[src/rtl/sonic_scheduler.sv]
// sonic_scheduler
// Round-robin measurement controller for N ultrasonic rangefinders that share
// one time base. Exactly one sensor is fired per slot so echoes never overlap.
// The echo pulse of the selected sensor is timed in microseconds and converted
// to centimetres (us / 58). One result is published per slot and a sticky
// per-sensor "near" flag is maintained.
//
// Ports:
//   clk          system clock
//   rst          asynchronous, active-high reset
//   enable       run the scheduler; sampled in IDLE and at the end of GAP
//   echo[N]      raw asynchronous echo pins, one per sensor
//   trig[N]      registered trigger outputs, at most one bit high
//   res_valid    one-cycle result strobe
//   res_id       sensor index of the result
//   res_cm       distance in cm, 16'hFFFF on timeout
//   res_timeout  result is a timeout
//   near[N]      per-sensor near flag, updated with each result for that sensor
//   busy         high whenever the FSM is not in IDLE
//
// Result interface: valid-only, no backpressure. res_valid is high for exactly
// one cycle; res_id/res_cm/res_timeout are qualified by it and then hold their
// values until the next result. There is no ready: a consumer must take the
// result in the cycle res_valid is high.
//
// The FSM state is kept in the named signal 'state' (type state_t) so
// checkers can bind to it directly.
module sonic_scheduler #(
  parameter int N_SENSOR   = 4,
  parameter int CLK_PER_US = 100,
  parameter int TRIG_US    = 10,
  parameter int TIMEOUT_US = 25000,
  parameter int GAP_US     = 60000,
  parameter int NEAR_CM    = 20
) (
  input  logic                clk,
  input  logic                rst,
  input  logic                enable,
  input  logic [N_SENSOR-1:0] echo,
  output logic [N_SENSOR-1:0] trig,
  output logic                res_valid,
  output logic [2:0]          res_id,
  output logic [15:0]         res_cm,
  output logic                res_timeout,
  output logic [N_SENSOR-1:0] near,
  output logic                busy
);

  localparam int TRIG_CYC = TRIG_US * CLK_PER_US;
  localparam int WAIT_CYC = TIMEOUT_US * CLK_PER_US;
  localparam int GAP_CYC  = GAP_US * CLK_PER_US;
  localparam int MAX_A    = (TRIG_CYC > WAIT_CYC) ? TRIG_CYC : WAIT_CYC;
  localparam int MAX_CYC  = (MAX_A > GAP_CYC) ? MAX_A : GAP_CYC;
  localparam int CNT_W    = $clog2(MAX_CYC + 1);
  localparam int PRE_W    = (CLK_PER_US > 1) ? $clog2(CLK_PER_US) : 1;
  localparam int SEL_W    = (N_SENSOR > 1) ? $clog2(N_SENSOR) : 1;

  localparam logic [CNT_W-1:0] TRIG_LAST = CNT_W'(TRIG_CYC - 1);
  localparam logic [CNT_W-1:0] WAIT_LAST = CNT_W'(WAIT_CYC - 1);
  localparam logic [CNT_W-1:0] GAP_LAST  = CNT_W'(GAP_CYC - 1);
  localparam logic [PRE_W-1:0] PRE_LAST  = PRE_W'(CLK_PER_US - 1);
  localparam logic [19:0]      US_LIMIT  = 20'(TIMEOUT_US);
  localparam logic [SEL_W-1:0] SEL_LAST  = SEL_W'(N_SENSOR - 1);
  localparam logic [15:0]      NEAR_LIM  = 16'(NEAR_CM);

  typedef enum logic [2:0] {
    S_IDLE,
    S_TRIG,
    S_WAIT_RISE,
    S_MEASURE,
    S_GAP
  } state_t;

  state_t             state, state_next;
  logic [SEL_W-1:0]   sel, sel_next;
  logic [CNT_W-1:0]   cnt, cnt_next;
  logic [PRE_W-1:0]   pre, pre_next;
  logic [19:0]        us_cnt, us_next;

  logic [N_SENSOR-1:0] sync1, sync2;
  logic                echo_prev;
  logic                echo_sel;
  logic                rise, fall;

  logic                pre_wrap;
  logic [19:0]         us_tick;
  logic [19:0]         quot;
  logic [15:0]         cm_dist;
  logic                fire_dist, fire_to;
  logic                near_bit;
  logic [N_SENSOR-1:0] trig_next;

  // Edge detect only on the selected sensor. echo_prev follows the newly
  // selected bit during TRIG, so a level that is already high when
  // WAIT_RISE is entered never looks like a rising edge.
  assign echo_sel = sync2[sel];
  assign rise     = echo_sel & ~echo_prev;
  assign fall     = ~echo_sel & echo_prev;

  // us_tick includes the prescaler wrap of the current cycle, so a pulse of
  // W clocks measures floor(W / CLK_PER_US) microseconds.
  assign pre_wrap = (pre == PRE_LAST);
  assign us_tick  = us_cnt + 20'(pre_wrap);
  assign quot     = us_tick / 20'd58;
  assign cm_dist  = (quot > 20'h0FFFE) ? 16'hFFFE : quot[15:0];
  assign near_bit = fire_dist && (cm_dist < NEAR_LIM);

  assign busy = (state != S_IDLE);

  always_comb begin
    state_next = state;
    sel_next   = sel;
    cnt_next   = cnt + CNT_W'(1);
    pre_next   = pre;
    us_next    = us_cnt;
    fire_dist  = 1'b0;
    fire_to    = 1'b0;
    trig_next  = '0;

    case (state)
      S_IDLE: begin
        cnt_next = '0;
        if (enable) state_next = S_TRIG;
      end

      S_TRIG: begin
        if (cnt == TRIG_LAST) begin
          state_next = S_WAIT_RISE;
          cnt_next   = '0;
        end
      end

      S_WAIT_RISE: begin
        // A rise coinciding with the timeout wins.
        if (rise) begin
          state_next = S_MEASURE;
          pre_next   = '0;
          us_next    = '0;
          cnt_next   = '0;
        end else if (cnt == WAIT_LAST) begin
          fire_to    = 1'b1;
          state_next = S_GAP;
          cnt_next   = '0;
        end
      end

      S_MEASURE: begin
        pre_next = pre_wrap ? '0 : pre + PRE_W'(1);
        us_next  = us_tick;
        // A fall coinciding with the timeout is a distance result.
        if (fall) begin
          fire_dist  = 1'b1;
          state_next = S_GAP;
          cnt_next   = '0;
        end else if (us_tick >= US_LIMIT) begin
          fire_to    = 1'b1;
          state_next = S_GAP;
          cnt_next   = '0;
        end
      end

      S_GAP: begin
        if (cnt == GAP_LAST) begin
          sel_next   = (sel == SEL_LAST) ? '0 : sel + SEL_W'(1);
          cnt_next   = '0;
          state_next = enable ? S_TRIG : S_IDLE;
        end
      end

      default: begin
        state_next = S_IDLE;
        cnt_next   = '0;
      end
    endcase

    // trig is registered from the next state so it rises on TRIG entry and
    // falls on the same edge that leaves TRIG.
    if (state_next == S_TRIG) trig_next[sel_next] = 1'b1;
  end

  always_ff @(posedge clk or posedge rst) begin
    if (rst) begin
      state       <= S_IDLE;
      sel         <= '0;
      cnt         <= '0;
      pre         <= '0;
      us_cnt      <= '0;
      sync1       <= '0;
      sync2       <= '0;
      echo_prev   <= 1'b0;
      trig        <= '0;
      res_valid   <= 1'b0;
      res_id      <= '0;
      res_cm      <= '0;
      res_timeout <= 1'b0;
      near        <= '0;
    end else begin
      sync1     <= echo;
      sync2     <= sync1;
      echo_prev <= echo_sel;

      state  <= state_next;
      sel    <= sel_next;
      cnt    <= cnt_next;
      pre    <= pre_next;
      us_cnt <= us_next;
      trig   <= trig_next;

      res_valid <= fire_dist | fire_to;
      if (fire_dist | fire_to) begin
        res_id      <= 3'(sel);
        res_cm      <= fire_dist ? cm_dist : 16'hFFFF;
        res_timeout <= fire_to;
        near[sel]   <= near_bit;
      end
    end
  end

endmodule

[config.mk]
export PLATFORM = sky130hd
export DESIGN_NAME = sonic_scheduler
export DESIGN_NICKNAME = d
export VERILOG_FILES = /design/src/rtl/sonic_scheduler.sv
export SDC_FILE = /design/constraint.sdc
export NUM_CORES = 1
export LEC_CHECK = 0
export ABC_AREA = 1
export BUFFER_PORTS_ARGS = -buffer_cell sky130_fd_sc_hd__buf_2
export CAP_MARGIN = 20
export CORE_MARGIN = 4
export CORE_UTILIZATION = 30
export CTS_BUF_LIST = sky130_fd_sc_hd__clkbuf_8
export DETAILED_ROUTE_END_ITERATION = 8
export PLACE_DENSITY = 0.57
export SLEW_MARGIN = 20
export SYNTH_ARGS = -nofsm -noshare
export SYNTH_HDL_FRONTEND = slang
export SYNTH_SLANG_ARGS = --single-unit
[constraint.sdc]
create_clock -name clk -period 6.7 [get_ports clk]
set_input_delay 1.34 -clock clk [delete_from_list [all_inputs] [get_ports clk]]
set_output_delay 1.34 -clock clk [all_outputs]
set_load 0.03 [all_outputs]
==> flow_metrics.env <==
export IMPL_grt_pass1_vias=6688
export IMPL_hold_class="flop to flop"
export IMPL_drive_above_1_share=0.402
export IMPL_track_usage=0.137
export IMPL_gp_congestion=0.814
export IMPL_die_area_um2=25400
export IMPL_place_inst=1387
export IMPL_totalWireLength_mm=18.2
export IMPL_die_h_um=159
export IMPL_tns_ns=-7.52
export IMPL_clk_pin_slew_worst_paths_ns=0.09
export IMPL_vdd_drop_max_mv=0.0904
export IMPL_fin_area_um2=9680
export IMPL_coreArea_um2=22600
export IMPL_viasPerCell=4.66
export IMPL_required_ns=6.97
export IMPL_layout_common_cells="nand2_1, buf_4, inv_1"
export IMPL_synth_cell_types=47
export IMPL_finClkSkew_ns=0.0206
export IMPL_cts_tree="yes"
export IMPL_setup_slack_ns=-1.14
export IMPL_port_buffers=35
export IMPL_num_antenna_cells=0
export IMPL_grt_overflow=0
export IMPL_p_sw_mw=0.219
export IMPL_grt_max_degree=64
export IMPL_clock_path_buffers=2
export IMPL_pre_cts_ws_ns=-0.844
export IMPL_slowest_delay_ns=0.37
export IMPL_fin_nets=1181
export IMPL_relSlewSlack=0.391
export IMPL_drv_cap=0
export IMPL_ys_warn_count=0
export IMPL_drt_iter0_markers=392
export IMPL_critPathKind="flop to flop"
export IMPL_utilization=0.429
export IMPL_synth_edf_count=0
export IMPL_crit_top_cell="nand2_4"
export IMPL_layout_commonest_cell="nand2_1"
export IMPL_insertion_delay_ns=0.38
export IMPL_synth_seq_cells=92
export IMPL_synth_async_reset_ratio=1.00
export IMPL_p_leak_nw=5.18
export IMPL_die_w_um=159
export IMPL_path_max_fanout=6
export IMPL_syn_area_um2=6870
export IMPL_slew_violations=0
export IMPL_antenna_found_initial=0
export IMPL_power_density_nw_per_um2=94.2
export IMPL_pwr_share_comb=0.017
export IMPL_firstDrtPassIters=5
export IMPL_io_pin_count=37
export IMPL_pwr_share_clk=0.371
export IMPL_p_int_mw=0.693
export IMPL_hpwl_mm=12.6
export IMPL_numCtsBuffers=9
export IMPL_grt_setup_unrepaired="true"
export IMPL_hold_viol=0
export IMPL_end_kind="flop"
export IMPL_syn_num_nets=987
export IMPL_seqPwrFrac=0.612
export IMPL_initial_utilization=0.305
export IMPL_fin_cells=1456
export IMPL_p_sw_frac=0.240
export IMPL_cts_root_buf="clkbuf_8"
export IMPL_placement_cell_area_um2=8250
export IMPL_cp_arrival_ns=8.11
export IMPL_ant_nets=0
export IMPL_avgSynthCellArea_um2=7.07
export IMPL_drc_errors=0
export IMPL_violations="setup timing"
export IMPL_cts_htree_levels=3
export IMPL_worst_pin_slew_ns=0.912
export IMPL_clock_fmax_mhz=127
export IMPL_start_kind="flop"
export IMPL_fillers=2230
export IMPL_area_delta_synth_final_pct=40.9
export IMPL_status="complete, but fails checks"
export IMPL_wl_per_cell_um=12.5
export IMPL_cpMaxStageDelayCell="dfrtp_1"
export IMPL_postSynthCellCount=972
export IMPL_period_needed_ns=7.84
export IMPL_finalSetupViolations=8
export IMPL_grt_pass1_wl_mm=30.1
export IMPL_clock_sinks=92
export IMPL_finalCritPeriodShare=1.17
export IMPL_synth_seq_area_share=0.335
export IMPL_num_rows=55
export IMPL_vias=6783
export IMPL_synth_ff_type="dfrtp_1"
==> area by class of cell <==
cell class / instances / area [µm²] / share of cell area
Timing Repair Buffer: 194 / 1400 / 0.145
Tap cell: 285 / 357 / 0.0368
Clock inverter: 7 / 42.5 / 0.00439
Sequential cell: 92 / 2300 / 0.238
Multi-Input combinational cell: 685 / 4740 / 0.489
Inverter: 184 / 721 / 0.0744
Clock buffer: 9 / 124 / 0.0128
==> cell usage after synthesis, types with 8 or more instances <==
master    count  area, µm²
a21oi_1      17       85.1
clkbuf_1      9       33.8
dfrtp_1      92       2300
ha_1          8        100
inv_1       152        571
inv_2        25       93.8
nand2_1     208        781
nand2_2      46        288
nand2_4      12        135
nand3_1      90        450
nand3_2      21        210
nand4_1      20        125
nor2_1       69        259
nor2_2       11       68.8
nor3_1       13       65.1
nor4_1       13       81.3
o21ai_0      28        140
o21ai_1      10       50.1
o22ai_1      25        156
xor2_1       33        289
==> final timing paths <==
path / startpoint / end / slack (ns) / depth (start not counted)
hold / removal: sync1[2] / sync2[2] / 0.35 / 0
setup reg to reg: pre[1] / res_cm[2] / -1.14 / 70
min in group asynchronous: rst / sync1[1] / 0.94 / 2
setup / recovery: pre[1] / res_cm[2] / -1.14 / 70
hold reg to reg: sync1[2] / sync2[2] / 0.35 / 0
max in group asynchronous: rst / res_cm[6] / 4.60 / 3
==> power by group through the flow <==
| stage | sequential [mW] | clock (mW) | combinational (mW) |
|---|---|---|---|
| after floorplan | 0.569 | 0 | 0.0105 |
| after global placement | 0.569 | 0 | 0.0169 |
| after detailed placement | 0.569 | 0 | 0.0168 |
| after CTS | 0.558 | 0.358 | 0.0169 |
| after global routing | 0.559 | 0.377 | 0.0188 |
| final | 0.558 | 0.338 | 0.0156 |
==> critical path: cells and delay by family (launching register included) <==
family / cells / cell delay, ns
AOI/OAI and AO/OA: 3 / 0.31
buffers and inverters: 12 / 1.25
adders and majority gates: 2 / 0.43
and+or+nand+nor: 53 / 5.36
DFF: 1 / 0.37
==> per-stage QoR <==
| stage | hold slack, ns | total power [mW] |
|---|---|---|
| after global placement | 0.333 | 0.586 |
| final | 0.355 | 0.912 |
| after detailed placement | 0.336 | 0.586 |
| after floorplan | 0.331 | 0.580 |
| after CTS | 0.360 | 0.933 |
| after global routing | 0.370 | 0.955 |
==> timing repair <==
action                                  4_1_cts  5_1_grt
endpoints found under the setup margin        8       10
hold buffers                                  0        0
pin swaps                                    43       78
gates resized for setup                      83      113
buffers inserted                             34       19
endpoints found under the hold margin         0        0
==> sequential cells by signal (all words and copies together), names as in the netlist <==
name / cells
us_cnt: 20
res_id: 2
res_valid: 1
pre: 7
sel: 2
state: 3
near: 4
trig: 4
sync1: 4
cnt: 23
res_cm: 16
echo_prev: 1
sync2: 4
res_timeout: 1
==> per-layer routing <==
| layer | GRT usage | routed length, µm | up-vias | share of wire |
|---|---|---|---|---|
| met4 | 0.0245 | 212 | 0 | 0.012 |
| met5 | 0 | 0 | - | 0 |
| met3 | 0.0272 | 681 | 20 | 0.038 |
| met2 | 0.236 | 8900 | 108 | 0.49 |
| met1 | 0.180 | 8360 | 3151 | 0.46 |
| li1 | - | - | 3504 | - |
==> kinds of logic after synthesis <==
family          synth area share
simple gates               0.398
buf+inv                    0.108
compound gates            0.0983
flops                      0.335
xor+xnor                  0.0446
fa+ha+maj                 0.0146
other cells             0.000546
mux                      0.00146
Power figures use the tool's default switching activity.
